--- src/rtl/ets_pkg.sv ---
// Shared types and default constants for the ETS frame sequencer.
// The write-side FSM encoding lives here so the block and its bench agree on it.
package ets_pkg;

  typedef enum logic [2:0] {
    IDLE    = 3'd0,
    ACC     = 3'd1,
    ACK     = 3'd2,
    WRITE   = 3'd3,
    INC     = 3'd4,
    CHECK   = 3'd5,
    REQUEST = 3'd6
  } state_e;

  localparam int ETS_MAX_DEPTH    = 448;
  localparam int ETS_AVG_LOG2_MAX = 4;

endpackage

--- src/rtl/ets_tap_accumulator.sv ---
// Per-tap sample accumulator with sample counter and power-of-two shift-divide.
// Extra AVG_LOG2_MAX headroom bits mean a full-scale 2^AVG_LOG2_MAX-sample sum never overflows.
module ets_tap_accumulator
  import ets_pkg::*;
#(
  parameter int DATA_W       = 32,
  parameter int AVG_LOG2_MAX = ETS_AVG_LOG2_MAX
) (
  input  logic              clk_i,
  input  logic              rst_i,
  input  logic              accEn_i,
  input  logic              clr_i,
  input  logic [DATA_W-1:0] data_i,
  input  logic [2:0]        avg_i,
  output logic              lastSample_o,
  output logic [DATA_W-1:0] wrData_o
);

  localparam int ACC_W = DATA_W + AVG_LOG2_MAX;
  localparam int CNT_W = AVG_LOG2_MAX + 1;

  logic [ACC_W-1:0] acc_q, acc_d;
  logic [CNT_W-1:0] cnt_q, cnt_d;
  logic [CNT_W-1:0] cntInc;
  logic [CNT_W-1:0] target;

  assign cntInc       = cnt_q + CNT_W'(1);
  assign target       = CNT_W'(1) << avg_i;
  // Tells the FSM that the sample being accumulated now completes the tap.
  assign lastSample_o = (cntInc == target);
  assign wrData_o     = DATA_W'(acc_q >> avg_i);

  always_comb begin
    acc_d = acc_q;
    cnt_d = cnt_q;
    if (clr_i) begin
      acc_d = '0;
      cnt_d = '0;
    end else if (accEn_i) begin
      acc_d = acc_q + ACC_W'(data_i);
      cnt_d = cntInc;
    end
  end

  always_ff @(posedge clk_i or posedge rst_i) begin
    if (rst_i) begin
      acc_q <= '0;
      cnt_q <= '0;
    end else begin
      acc_q <= acc_d;
      cnt_q <= cnt_d;
    end
  end

endmodule

--- src/rtl/ets_frame_sequencer.sv ---
// Write-side sequencer for the ETS capture path: handshakes samples in, averages per tap,
// writes taps into the frame buffer and requests a buffer swap at the end of each frame.
module ets_frame_sequencer
  import ets_pkg::*;
#(
  parameter int DATA_W       = 32,
  parameter int ADDR_W       = 9,
  parameter int MAX_DEPTH    = ETS_MAX_DEPTH,
  parameter int AVG_LOG2_MAX = ETS_AVG_LOG2_MAX,
  parameter int WR_CYCLES    = 2
) (
  input  logic              shifting_clk_i,
  input  logic              reset_i,
  input  logic              enable_i,
  input  logic [ADDR_W-1:0] frame_len_i,
  input  logic [2:0]        avg_log2_i,
  input  logic              core_valid_i,
  input  logic [DATA_W-1:0] core_data_i,
  output logic              core_ready_o,
  output logic              wr_en_o,
  output logic [ADDR_W-1:0] wr_addr_o,
  output logic [DATA_W-1:0] wr_data_o,
  output logic              buf_request_o,
  input  logic              buf_grant_i,
  input  logic              ps_done_i,
  output logic [31:0]       phase_counter_o,
  output logic [15:0]       frame_count_o,
  output logic              busy_o
);

  localparam logic [ADDR_W-1:0] LEN_MAX = ADDR_W'(MAX_DEPTH);
  localparam logic [2:0]        AVG_MAX = 3'(AVG_LOG2_MAX);
  localparam logic [1:0]        WR_LAST = 2'(WR_CYCLES - 1);

  state_e            state_q, state_d;
  logic [ADDR_W-1:0] len_q, len_d;
  logic [2:0]        avg_q, avg_d;
  logic              midFrame_q, midFrame_d;
  logic [ADDR_W-1:0] wrAddr_q, wrAddr_d;
  logic [1:0]        wrCnt_q, wrCnt_d;
  logic [15:0]       frameCount_q, frameCount_d;
  logic [31:0]       phaseCounter_q, phaseCounter_d;

  logic              accEn;
  logic              accClr;
  logic              lastSample;
  logic [ADDR_W-1:0] lenClamped;
  logic [2:0]        avgClamped;

  assign lenClamped = ((frame_len_i == '0) || (frame_len_i > LEN_MAX)) ? LEN_MAX : frame_len_i;
  assign avgClamped = (avg_log2_i > AVG_MAX) ? AVG_MAX : avg_log2_i;

  ets_tap_accumulator #(
    .DATA_W       (DATA_W),
    .AVG_LOG2_MAX (AVG_LOG2_MAX)
  ) u_acc (
    .clk_i        (shifting_clk_i),
    .rst_i        (reset_i),
    .accEn_i      (accEn),
    .clr_i        (accClr),
    .data_i       (core_data_i),
    .avg_i        (avg_q),
    .lastSample_o (lastSample),
    .wrData_o     (wr_data_o)
  );

  // midFrame_q separates "next sample of this frame" from "start of a new frame",
  // which is the only point where enable and the config inputs are looked at.
  always_comb begin
    state_d       = state_q;
    len_d         = len_q;
    avg_d         = avg_q;
    midFrame_d    = midFrame_q;
    wrAddr_d      = wrAddr_q;
    wrCnt_d       = wrCnt_q;
    frameCount_d  = frameCount_q;
    accEn         = 1'b0;
    accClr        = 1'b0;
    core_ready_o  = 1'b0;
    wr_en_o       = 1'b0;
    buf_request_o = 1'b0;

    case (state_q)
      IDLE: begin
        if (core_valid_i) begin
          if (midFrame_q) begin
            state_d = ACC;
          end else if (enable_i) begin
            len_d      = lenClamped;
            avg_d      = avgClamped;
            midFrame_d = 1'b1;
            state_d    = ACC;
          end
        end
      end
      ACC: begin
        accEn   = 1'b1;
        state_d = lastSample ? WRITE : ACK;
      end
      ACK: begin
        core_ready_o = 1'b1;
        if (!core_valid_i) state_d = IDLE;
      end
      WRITE: begin
        wr_en_o = 1'b1;
        if (wrCnt_q == WR_LAST) begin
          wrCnt_d = '0;
          state_d = INC;
        end else begin
          wrCnt_d = wrCnt_q + 2'd1;
        end
      end
      INC: begin
        wrAddr_d = wrAddr_q + ADDR_W'(1);
        accClr   = 1'b1;
        state_d  = CHECK;
      end
      CHECK: begin
        if (wrAddr_q == len_q) begin
          wrAddr_d = '0;
          state_d  = REQUEST;
        end else begin
          state_d = ACK;
        end
      end
      // The sample that closed the frame is only acknowledged once a fresh buffer is granted.
      REQUEST: begin
        buf_request_o = 1'b1;
        wrAddr_d      = '0;
        if (buf_grant_i) begin
          frameCount_d = frameCount_q + 16'd1;
          midFrame_d   = 1'b0;
          state_d      = ACK;
        end
      end
      default: begin
        state_d = IDLE;
      end
    endcase
  end

  assign phaseCounter_d = ps_done_i ? (phaseCounter_q + 32'd1) : phaseCounter_q;

  always_ff @(posedge shifting_clk_i or posedge reset_i) begin
    if (reset_i) begin
      state_q        <= IDLE;
      len_q          <= '0;
      avg_q          <= '0;
      midFrame_q     <= 1'b0;
      wrAddr_q       <= '0;
      wrCnt_q        <= '0;
      frameCount_q   <= '0;
      phaseCounter_q <= '0;
    end else begin
      state_q        <= state_d;
      len_q          <= len_d;
      avg_q          <= avg_d;
      midFrame_q     <= midFrame_d;
      wrAddr_q       <= wrAddr_d;
      wrCnt_q        <= wrCnt_d;
      frameCount_q   <= frameCount_d;
      phaseCounter_q <= phaseCounter_d;
    end
  end

  assign wr_addr_o       = wrAddr_q;
  assign frame_count_o   = frameCount_q;
  assign phase_counter_o = phaseCounter_q;
  assign busy_o          = (state_q != IDLE);

endmodule

--- config.mk ---
export PLATFORM = sky130hd
export DESIGN_NAME = ets_frame_sequencer
export DESIGN_NICKNAME = d
export VERILOG_FILES = /design/src/rtl/ets_pkg.sv /design/src/rtl/ets_tap_accumulator.sv /design/src/rtl/ets_frame_sequencer.sv
export SDC_FILE = /design/constraint.sdc
export NUM_CORES = 1
export LEC_CHECK = 0
export CAP_MARGIN = 20
export CORE_MARGIN = 1
export CORE_UTILIZATION = 55
export CTS_BUF_LIST = sky130_fd_sc_hd__clkbuf_4 sky130_fd_sc_hd__clkbuf_8 sky130_fd_sc_hd__clkbuf_16
export CTS_CLUSTER_SIZE = 40
export DETAILED_ROUTE_END_ITERATION = 7
export PLACE_DENSITY = 0.82
export SYNTH_ARGS = -nofsm -noshare
export SYNTH_HDL_FRONTEND = slang
export SYNTH_SLANG_ARGS = --single-unit
--- constraint.sdc ---
create_clock -name shifting_clk_i -period 7 [get_ports shifting_clk_i]
set_clock_uncertainty 0.1 [all_clocks]
set_input_delay 2.1 -clock shifting_clk_i [delete_from_list [all_inputs] [get_ports shifting_clk_i]]
set_output_delay 2.1 -clock shifting_clk_i [all_outputs]
set_load 0.02 [all_outputs]
# Yosys cells after proc, flatten, opt, wreduce, memory -nomap -nowiden
# Index checks and enable logic that the tools add are counted.
[word_totals]
word_cells = 76
regBits = 116
out_inout_bits = 93
mem_count = 0
rom_bits = 0
latch_bits = 0
in_bits = 50
ramBits = 0
[classes]
n_reduce_logical = 12
div_mod_pow = 0
multipliers = 0
order_cmp = 2
n_eq_ne = 15
bitwise = 1
shift = 2
add_sub_neg = 6
mux = 28
[ops]
columns = ["op", "n"]
rows = [
  ["$mux 36", 2],
  ["$add 36x32->36", 1],
  ["$shr 36x3->32", 1],
  ["$add 32x1->32 const B", 1],
  ["$pmux 9 s3", 1],
  ["$mux 3", 8],
  ["$pmux 3 s7", 1],
  ["$mux 9", 2],
  ["$add 16x1->16 const B", 1],
  ["$mux 1", 10],
  ["$mux 5", 2],
  ["$ne 2x2->1 const B", 5],
  ["$add 9x1->9 const B", 1],
  ["$eq 3x3->1 const B", 3],
  ["$eq 9x9->1", 1],
  ["$gt 9x9->1 const B", 1],
  ["$logic_not 9->1", 1],
  ["$eq 3x2->1 const B", 2],
  ["$reduce_bool 3->1", 2],
  ["$add 5x1->5 const B", 1],
  ["$eq 5x5->1", 1],
  ["$reduce_and 5->1", 1],
  ["$shl 1x3->5 const A", 1],
  ["$reduce_and 2->1", 2],
  ["13 further kinds", 14],
]

# Logic depth before layout (Yosys ltp)
# Gate-level depths: netlist of run 1.
[depth]
ltp_word = 4
ltp_mapped = 11
ltp_nobuf = 11

# By module
# From an unflattened synthesis of run 1, not the netlist that was laid out.
[unflattened]
hier_cells = 884
area_unflattened_um2 = 8329.2
[by_module_without_submodules]
columns = ["module", "instances", "seq_area_each_um2", "area_each_um2", "cells_per_inst"]
rows = [
  ["ets_tap_accumulator", 1, 1026.0, 4783.3, 565],
  ["ets_frame_sequencer", 1, 1876.8, 3545.9, 319],
]

# Worst setup path after synthesis of run 1
# OpenSTA, ideal clock, no wires.
[synth_timing]
path_kind = "input-to-reg"
startpoint = "in core_data_i[0]"
endpoint = "reg u_acc.acc_q[34]"
n_path_buf = 0
cell_stages = 11
path_slack_ns = 2.730
setup_ns = 0.079
t_required_ns = 6.821
t_arrival_ns = 4.091
cell_sequence = "ha_1 -> inv_1 -> fa_1 -> nand2b_1 -> a21oi_1 -> or2_2 -> a21boi_2 -> o21ba_2 -> a2111oi_4 -> o21a_1 -> mux2i_1"
[synth_via]
elab_chain_cells = 3
[synth_lines]
columns = ["element", "line", "rtl"]
rows = [
  ["start: declaration", "ets_frame_sequencer.sv:18", "input logic [DATA_W-1:0] core_data_i,"],
  ["$add 36x32->36", "ets_tap_accumulator.sv:40", "acc_d = acc_q + ACC_W'(data_i);"],
  ["$mux 36", "ets_tap_accumulator.sv:39", "end else if (accEn_i) begin"],
  ["$mux 36", "ets_tap_accumulator.sv:36", "if (clr_i) begin"],
  ["end signal: assignment", "ets_tap_accumulator.sv:47", "acc_q <= '0;"],
  ["end signal: assignment", "ets_tap_accumulator.sv:50", "acc_q <= acc_d;"],
  ["end: declaration", "ets_tap_accumulator.sv:22", "logic [ACC_W-1:0] acc_q, acc_d;"],
]
# Every way passes these cells. The select of a mux whose other input is x is not followed.
# A chain may end at the register's enable or synchronous reset.

# Worst setup path in the final report of run 1
[layout_timing]
startpoint = "reg avg_q[1]"
endpoint = "out wr_data_o[19]"
[layout_via]
elab_chain_cells = 1
[layout_lines]
columns = ["element", "line", "rtl"]
rows = [
  ["start: declaration", "ets_frame_sequencer.sv:37", "logic [2:0] avg_q, avg_d;"],
  ["start signal: assignment", "ets_frame_sequencer.sv:157", "avg_q <= avg_d;"],
  ["$shr 36x3->32", "ets_tap_accumulator.sv:31", "assign wrData_o = DATA_W'(acc_q >> avg_i);"],
  ["end: declaration", "ets_frame_sequencer.sv:22", "output logic [DATA_W-1:0] wr_data_o,"],
]
# Every way passes these cells.

==> results.md, run 1 <==
- Status: finished, final reports clean
- Post-Route Setup TNS: 0 ns
- Leakage: 4.46 nW
- PD cells: 471 nW/um2
- Yosys warning count: 0
- Period utilisation layout: 0.752
- Worst IR drop on VDD: 0.353 mV
- Max-slew violation count: 0
- Distinct cells, synth: 67
- Setup slack, reg-to-reg: 4.19 ns
- Startpoint types: flop
- Hold_sp: wrCnt_q[0]$_DFFE_PP0P_
- Fin cells: 1221
- CP max FO: 28
- Critical Path RT: 4.80 ns
- Slew HR: 0.379
- Synth Instances: 901
- Die span in y: 124 um
- Sum of net half-perimeters after detailed placement: 15600 um
- H-tree levels: 4
- Syn Area/Cell: 9.05 um2
- Initial antenna violation count: 0
- Largest cells by area after synthesis: dfrtp_1, ha_1, nand2_1
- RSZ-0062 raised after global routing: false
- Initial Util: 0.563
- Fmax: 190 MHz
- WL/cell: 17.9 um
- Core area: 14500 um2
- Share of cells above drive strength 1: 0.105
- Antenna viol nets, final: 0
- RD Place Congestion: 0.974
- Switching share of power: 0.448
- DR vias: 7353
- Antenna cell count: 0
- First-pass GRT wire length: 34800 um
- Clk sinks: 116
- GRT Util Overall: 0.294
- Post-layout instance area: 10200 um2
- Seq cells post-synth: 116
- Overflow after GRT: 0
- Hold EP: wrCnt_q[1]$_DFFE_PP0P_
- Area post-placement: 9640 um2
- Clock root cell: clkbuf_16
- Hold buffer count at CTS: 0
- R2r startpoint: u_acc.acc_q[0]$_DFFE_PP0P_
- Maxcap violations: 0
- Cell internal pwr: 2.66 mW
- Critical R2R Capture: u_acc.acc_q[32]$_DFFE_PP0P_
- Die width: 124 um
- Most used DFF post-synth: dfrtp_1
- Clock Tree Buf Depth: 2
- # DRC: 0
- Register-to-Register Path Depth: 11
- Cell area after synthesis: 8150 um2
- Crit path DAT: 3.06 ns
- PostCTS Resize Cnt: 0
- Register area share after synthesis: 0.356
- Nets: 1111
- Power share of the clock group: 0.182
- Largest net degree at the start of global routing: 78
- DRT iter0 DRCs: 511
- Worst skew pair latency: 0.42 ns
- Post-Syn Nets: 988
- Worst setup path startpoint: avg_q[1]$_DFFE_PP0P_
- P&R area growth vs syn: 25.6%
- Fin. Hold Viols: 0
- Vias in the first global route: 7034
- Crit. End Element: output pin
- Filler cell count: 1120
- Worst Hold Path Cells: 1
- Top Ports: 143
- Worst setup path category: reg -> out
- Number of synthesized flops with an enable pin: 0
- Cells after DPL: 1189
- DR pass1 iterations: 6
- Post-CTS Setup Inserts: 0
- Synth area leader: dfrtp_1
- Worst-path clk slew: 0.06 ns
- Avg Vias per Cell: 6.02
- Ys async rst share: 1.00
- Combinational share of power: 0.592
- IO Port Bufs: 142
- Slew of the pin with the lowest slew margin: 0.931 ns
- Post-synth top area share: 0.356
- Net switching power: 2.16 mW
- Reg power frac: 0.226
- Endpoints failing setup: 0
- Hold Crit Class: reg -> reg
- Die area: 15300 um2
- CTS tree: done
- Final wirelength: 21800 um
- Total CTS buffers: 17
- Num rows: 44
- Min Clock Period, post-route: 5.26 ns
- Final Util: 0.707
-- placed cells by master, fill, tap and decap left out, types with 8 or more instances in the layout --
cell type        synthesis  routed
a21o_1                  12      12
a21oi_1                 52      51
a22o_1                  10      10
and3_1                   8       8
buf_4                    0       8
clkbuf_16                0      17
clkdlybuf4s50_1          0     142
dfrtp_1                116     115
ha_1                    36      36
inv_1                   27      26
mux2_2                  29      29
mux2i_1                 18      18
mux4_2                  18      18
nand2_1                118     118
nand3_1                 39      39
nand4_1                 26      26
nor2_1                  74      74
nor3_1                  18      18
o21a_1                   8       8
o21ai_0                 68      68
o21bai_1                 9       9
xnor2_1                 48      48
xor2_1                  44      44
-- layout make-up --
type	count	area, um2	area share
Timing Repair Buffer	150	1480	0.145
Tap cell	184	230	0.0225
Multi-Input combinational cell	711	4920	0.481
Clock inverter	15	169	0.0165
Sequential cell	116	2900	0.284
Clock buffer	17	425	0.0415
Inverter	28	108	0.0105
-- layer usage --
layer,routed length [um],track usage
met2,10700,0.488
met1,9530,0.393
met5,0,0
met4,298,0.0753
met3,1290,0.0577
-- how the worst max path moves through the flow --
stage | endpoint | slack (ns)
global placement | u_acc.acc_q[34]$_DFFE_PP0P_ | 2.12
finish | wr_data_o[19] | 1.74
global route | wr_data_o[19] | 1.65
detailed placement | u_acc.acc_q[32]$_DFFE_PP0P_ | 2.02
floorplan | avg_q[0]$_DFFE_PP0P_ | 1.73
CTS | wr_data_o[19] | 1.73
-- power by group through the flow --
stage	Sequential, mW	Clock (mW)	Combinational [mW]
CTS	1.08	0.886	2.83
floorplan	1.03	0	1.95
detailed placement	1.09	0	2.81
finish	1.09	0.878	2.85
global placement	1.09	0	2.74
global route	1.12	0.920	3.09
-- cell families after synthesis --
kind of cell    Yosys count  synth area share
flops                   116             0.356
buf+inv                  74            0.0410
simple gates            312             0.174
compound gates          205             0.161
fa+ha+maj                37            0.0577
mux                      65             0.112
xor+xnor                 92            0.0988
-- cells in the mapped netlist (all sizes together), types with 2 or more instances --
master,n
or3,3
nand3,39
xor2,44
o31ai,2
a21boi,5
o211ai,7
nor4,2
a21oi,54
a31oi,7
a211oi,4
nand4,26
or2,3
buf,13
a22o,10
a21o,12
o41ai,3
and4,3
o21ai,71
nor2b,3
a31o,2
mux4,18
and3,9
o21a,8
nor2,75
and2,5
nand2b,4
mux2,29
clkbuf,33
nor3,18
mux2i,18
ha,36
nand2,119
o21bai,9
inv,28
dfrtp,116
xnor2,48
-- registers in the layout, indices dropped and copies added (netlist names), 2 cells and up --
name / cells
state_q: 3
avg_q: 3
frame_count_o: 16
u_acc.cnt_q: 5
len_q: 9
u_acc.acc_q: 36
wr_addr_o: 9
wrCnt_q: 2
phase_counter_o: 32
-- worst max-delay path, cell delays in order (launching register included) --
cell and delay [ns]:
dfrtp_2 0.81, buf_4 0.36, mux2_2 0.42, mux4_2 0.48, clkdlybuf4s50_1 0.56
-- stage by stage --
| step | hold WS (ns) | total power [mW] | setup slack, ns |
|---|---|---|---|
| after global routing | 0.379 | 5.12 | 1.65 |
| after CTS | 0.361 | 4.80 | 1.73 |
| after global placement | 0.336 | 3.83 | 2.12 |
| final | 0.354 | 4.82 | 1.74 |
| after floorplan | 0.329 | 2.98 | 1.73 |
| after detailed placement | 0.364 | 3.90 | 2.02 |
Note: power is estimated with default switching activity, not from simulation.
==> inputs of run 2 (changes only) <==
Settings changed: CORE_UTILIZATION 55 to 49, PLACE_DENSITY 0.82 to 0.77.
Clock period 7 ns to 4.3 ns, I/O delays scaled along.
==> results.md, run 2 (same netlist as run 1, synthesis figures left out) <==
- Antenna viol nets, final: 0
- Top Ports: 143
- Fmax: 245 MHz
- Sum of net half-perimeters after detailed placement: 15500 um
- Status: finished, final reports clean
- Hold Crit Class: reg -> reg
- Endpoints failing setup: 0
- IO Port Bufs: 142
- Leakage: 4.49 nW
- Slew of the pin with the lowest slew margin: 0.743 ns
- Initial Util: 0.508
- Post-layout instance area: 10400 um2
- GRT Util Overall: 0.262
- Clk sinks: 116
- Worst-path clk slew: 0.06 ns
- Setup slack, reg-to-reg: 1.53 ns
- CTS tree: done
- WL/cell: 17.3 um
- Worst Setup EP: wr_data_o[7]
- Crit. End Element: output pin
- Critical Path RT: 2.91 ns
- Vias in the first global route: 6880
- PnR worst setup slack: 0.211 ns
- Design Power: 7.93 mW
- H-tree levels: 4
- DR pass1 iterations: 6
- Leading cell types in the layout, fill and taps excluded: clkdlybuf4s50_1, nand2_1, dfrtp_1
- Flip-flop count of the largest register after layout: 36
- P&R area growth vs syn: 27.2%
- Num rows: 46
- DRT iter0 DRCs: 469
- Clock root cell: clkbuf_16
- Worst setup path startpoint: avg_q[1]$_DFFE_PP0P_
- Antenna cell count: 0
- Filler cell count: 1298
- DP Worst Slack: 0.172 ns
- Total CTS buffers: 17
- Final wirelength: 21700 um
- Slew HR: 0.503
- Maxcap violations: 0
- DR vias: 7256
- PD cells: 765 nW/um2
- RD Place Congestion: 0.908
- Worst IR drop on VDD: 0.522 mV
- First-pass GRT wire length: 34700 um
- Clock Tree Buf Depth: 2
- Min Clock Period, post-route: 4.09 ns
- Period utilisation layout: 0.951
- Largest net degree at the start of global routing: 117
- Share of cells above drive strength 1: 0.109
- PostCTS Resize Cnt: 0
- RSZ-0062 raised after global routing: false
- Die width: 131 um
- Max-slew violation count: 0
- CP max FO: 9
- Core area: 16100 um2
- Overflow after GRT: 0
- Initial antenna violation count: 0
- Hold buffer count at CTS: 0
- Worst skew pair latency: 0.42 ns
- # DRC: 0
- Nets: 1116
- Startpoint types: flop
- R2r startpoint: u_acc.acc_q[0]$_DFFE_PP0P_
- Avg Vias per Cell: 5.77
- Die span in y: 131 um
- Post-Route Setup TNS: 0 ns
- Critical R2R Capture: u_acc.acc_q[34]$_DFFE_PP0P_
- Fin. Hold Viols: 0
- Most common cell after layout, fill and taps aside: clkdlybuf4s50_1
- Largest reg by FF count: u_acc.acc_q
- Final Util: 0.646
- Register-to-Register Path Depth: 11
- Post-CTS Setup Inserts: 0
- Worst setup path category: reg -> out
- Crit path DAT: 2.70 ns
- Area post-placement: 9750 um2
- Hold_sp: wrCnt_q[0]$_DFFE_PP0P_
- Die area: 17200 um2
==> run 2: cell types whose count changed in the layout (fill, tap and decap cells not counted), moves of 2 or more <==
cell        previous run  this run
clkinvlp_4             0         4
buf_4                  8        11
buf_12                 0         2
clkinv_2               2         0
inv_6                  6         4
==> run 2: stage by stage <==
stage               std cells  hold slack (ns)
CTS                      1258            0.364
global route             1258            0.388
global placement         1226            0.338
floorplan                 901            0.329
detailed placement       1226            0.363
finish                   1258            0.360
==> run 2: final cells by class <==
| type | instances | area, um2 | area share |
|---|---|---|---|
| Sequential cell | 116 | 2900 | 0.280 |
| Clock inverter | 15 | 196 | 0.0189 |
| Timing Repair Buffer | 155 | 1540 | 0.149 |
| Multi-Input combinational cell | 711 | 4920 | 0.475 |
| Tap cell | 216 | 270 | 0.0261 |
| Inverter | 28 | 109 | 0.0105 |
| Clock buffer | 17 | 425 | 0.0410 |
==> run 2: report_power, final <==
group	switching (mW)	internal, mW	total, mW
clock	0.565	0.928	1.49
combinational	2.58	2.11	4.70
sequential	0.365	1.38	1.74
==> run 2: worst min path at each step <==
stage	slack, ns	endpoint	cells after the start
after global placement	0.34	wrCnt_q[1]$_DFFE_PP0P_	1
after global routing	0.39	wrCnt_q[1]$_DFFE_PP0P_	1
after CTS	0.36	wrCnt_q[1]$_DFFE_PP0P_	1
final	0.36	wrCnt_q[1]$_DFFE_PP0P_	1
after detailed placement	0.36	frame_count_o[15]$_DFFE_PP0P_	1
after floorplan	0.33	wrCnt_q[1]$_DFFE_PP0P_	1
==> run 2: critical path: stages (launching register included) <==
cell	delay [ns]
dfrtp_2	0.53
buf_4	0.21
mux2_2	0.37
o21ai_0	0.35
nand2b_1	0.17
o31ai_1	0.08
clkdlybuf4s50_1	0.58
==> run 2: layer usage <==
layer,GRT usage,up-vias,wire [um]
met5,0,-,0
met4,0.0757,0,291
met3,0.0480,30,1100
met2,0.414,233,10200
met1,0.366,3527,10100
li1,-,3466,-
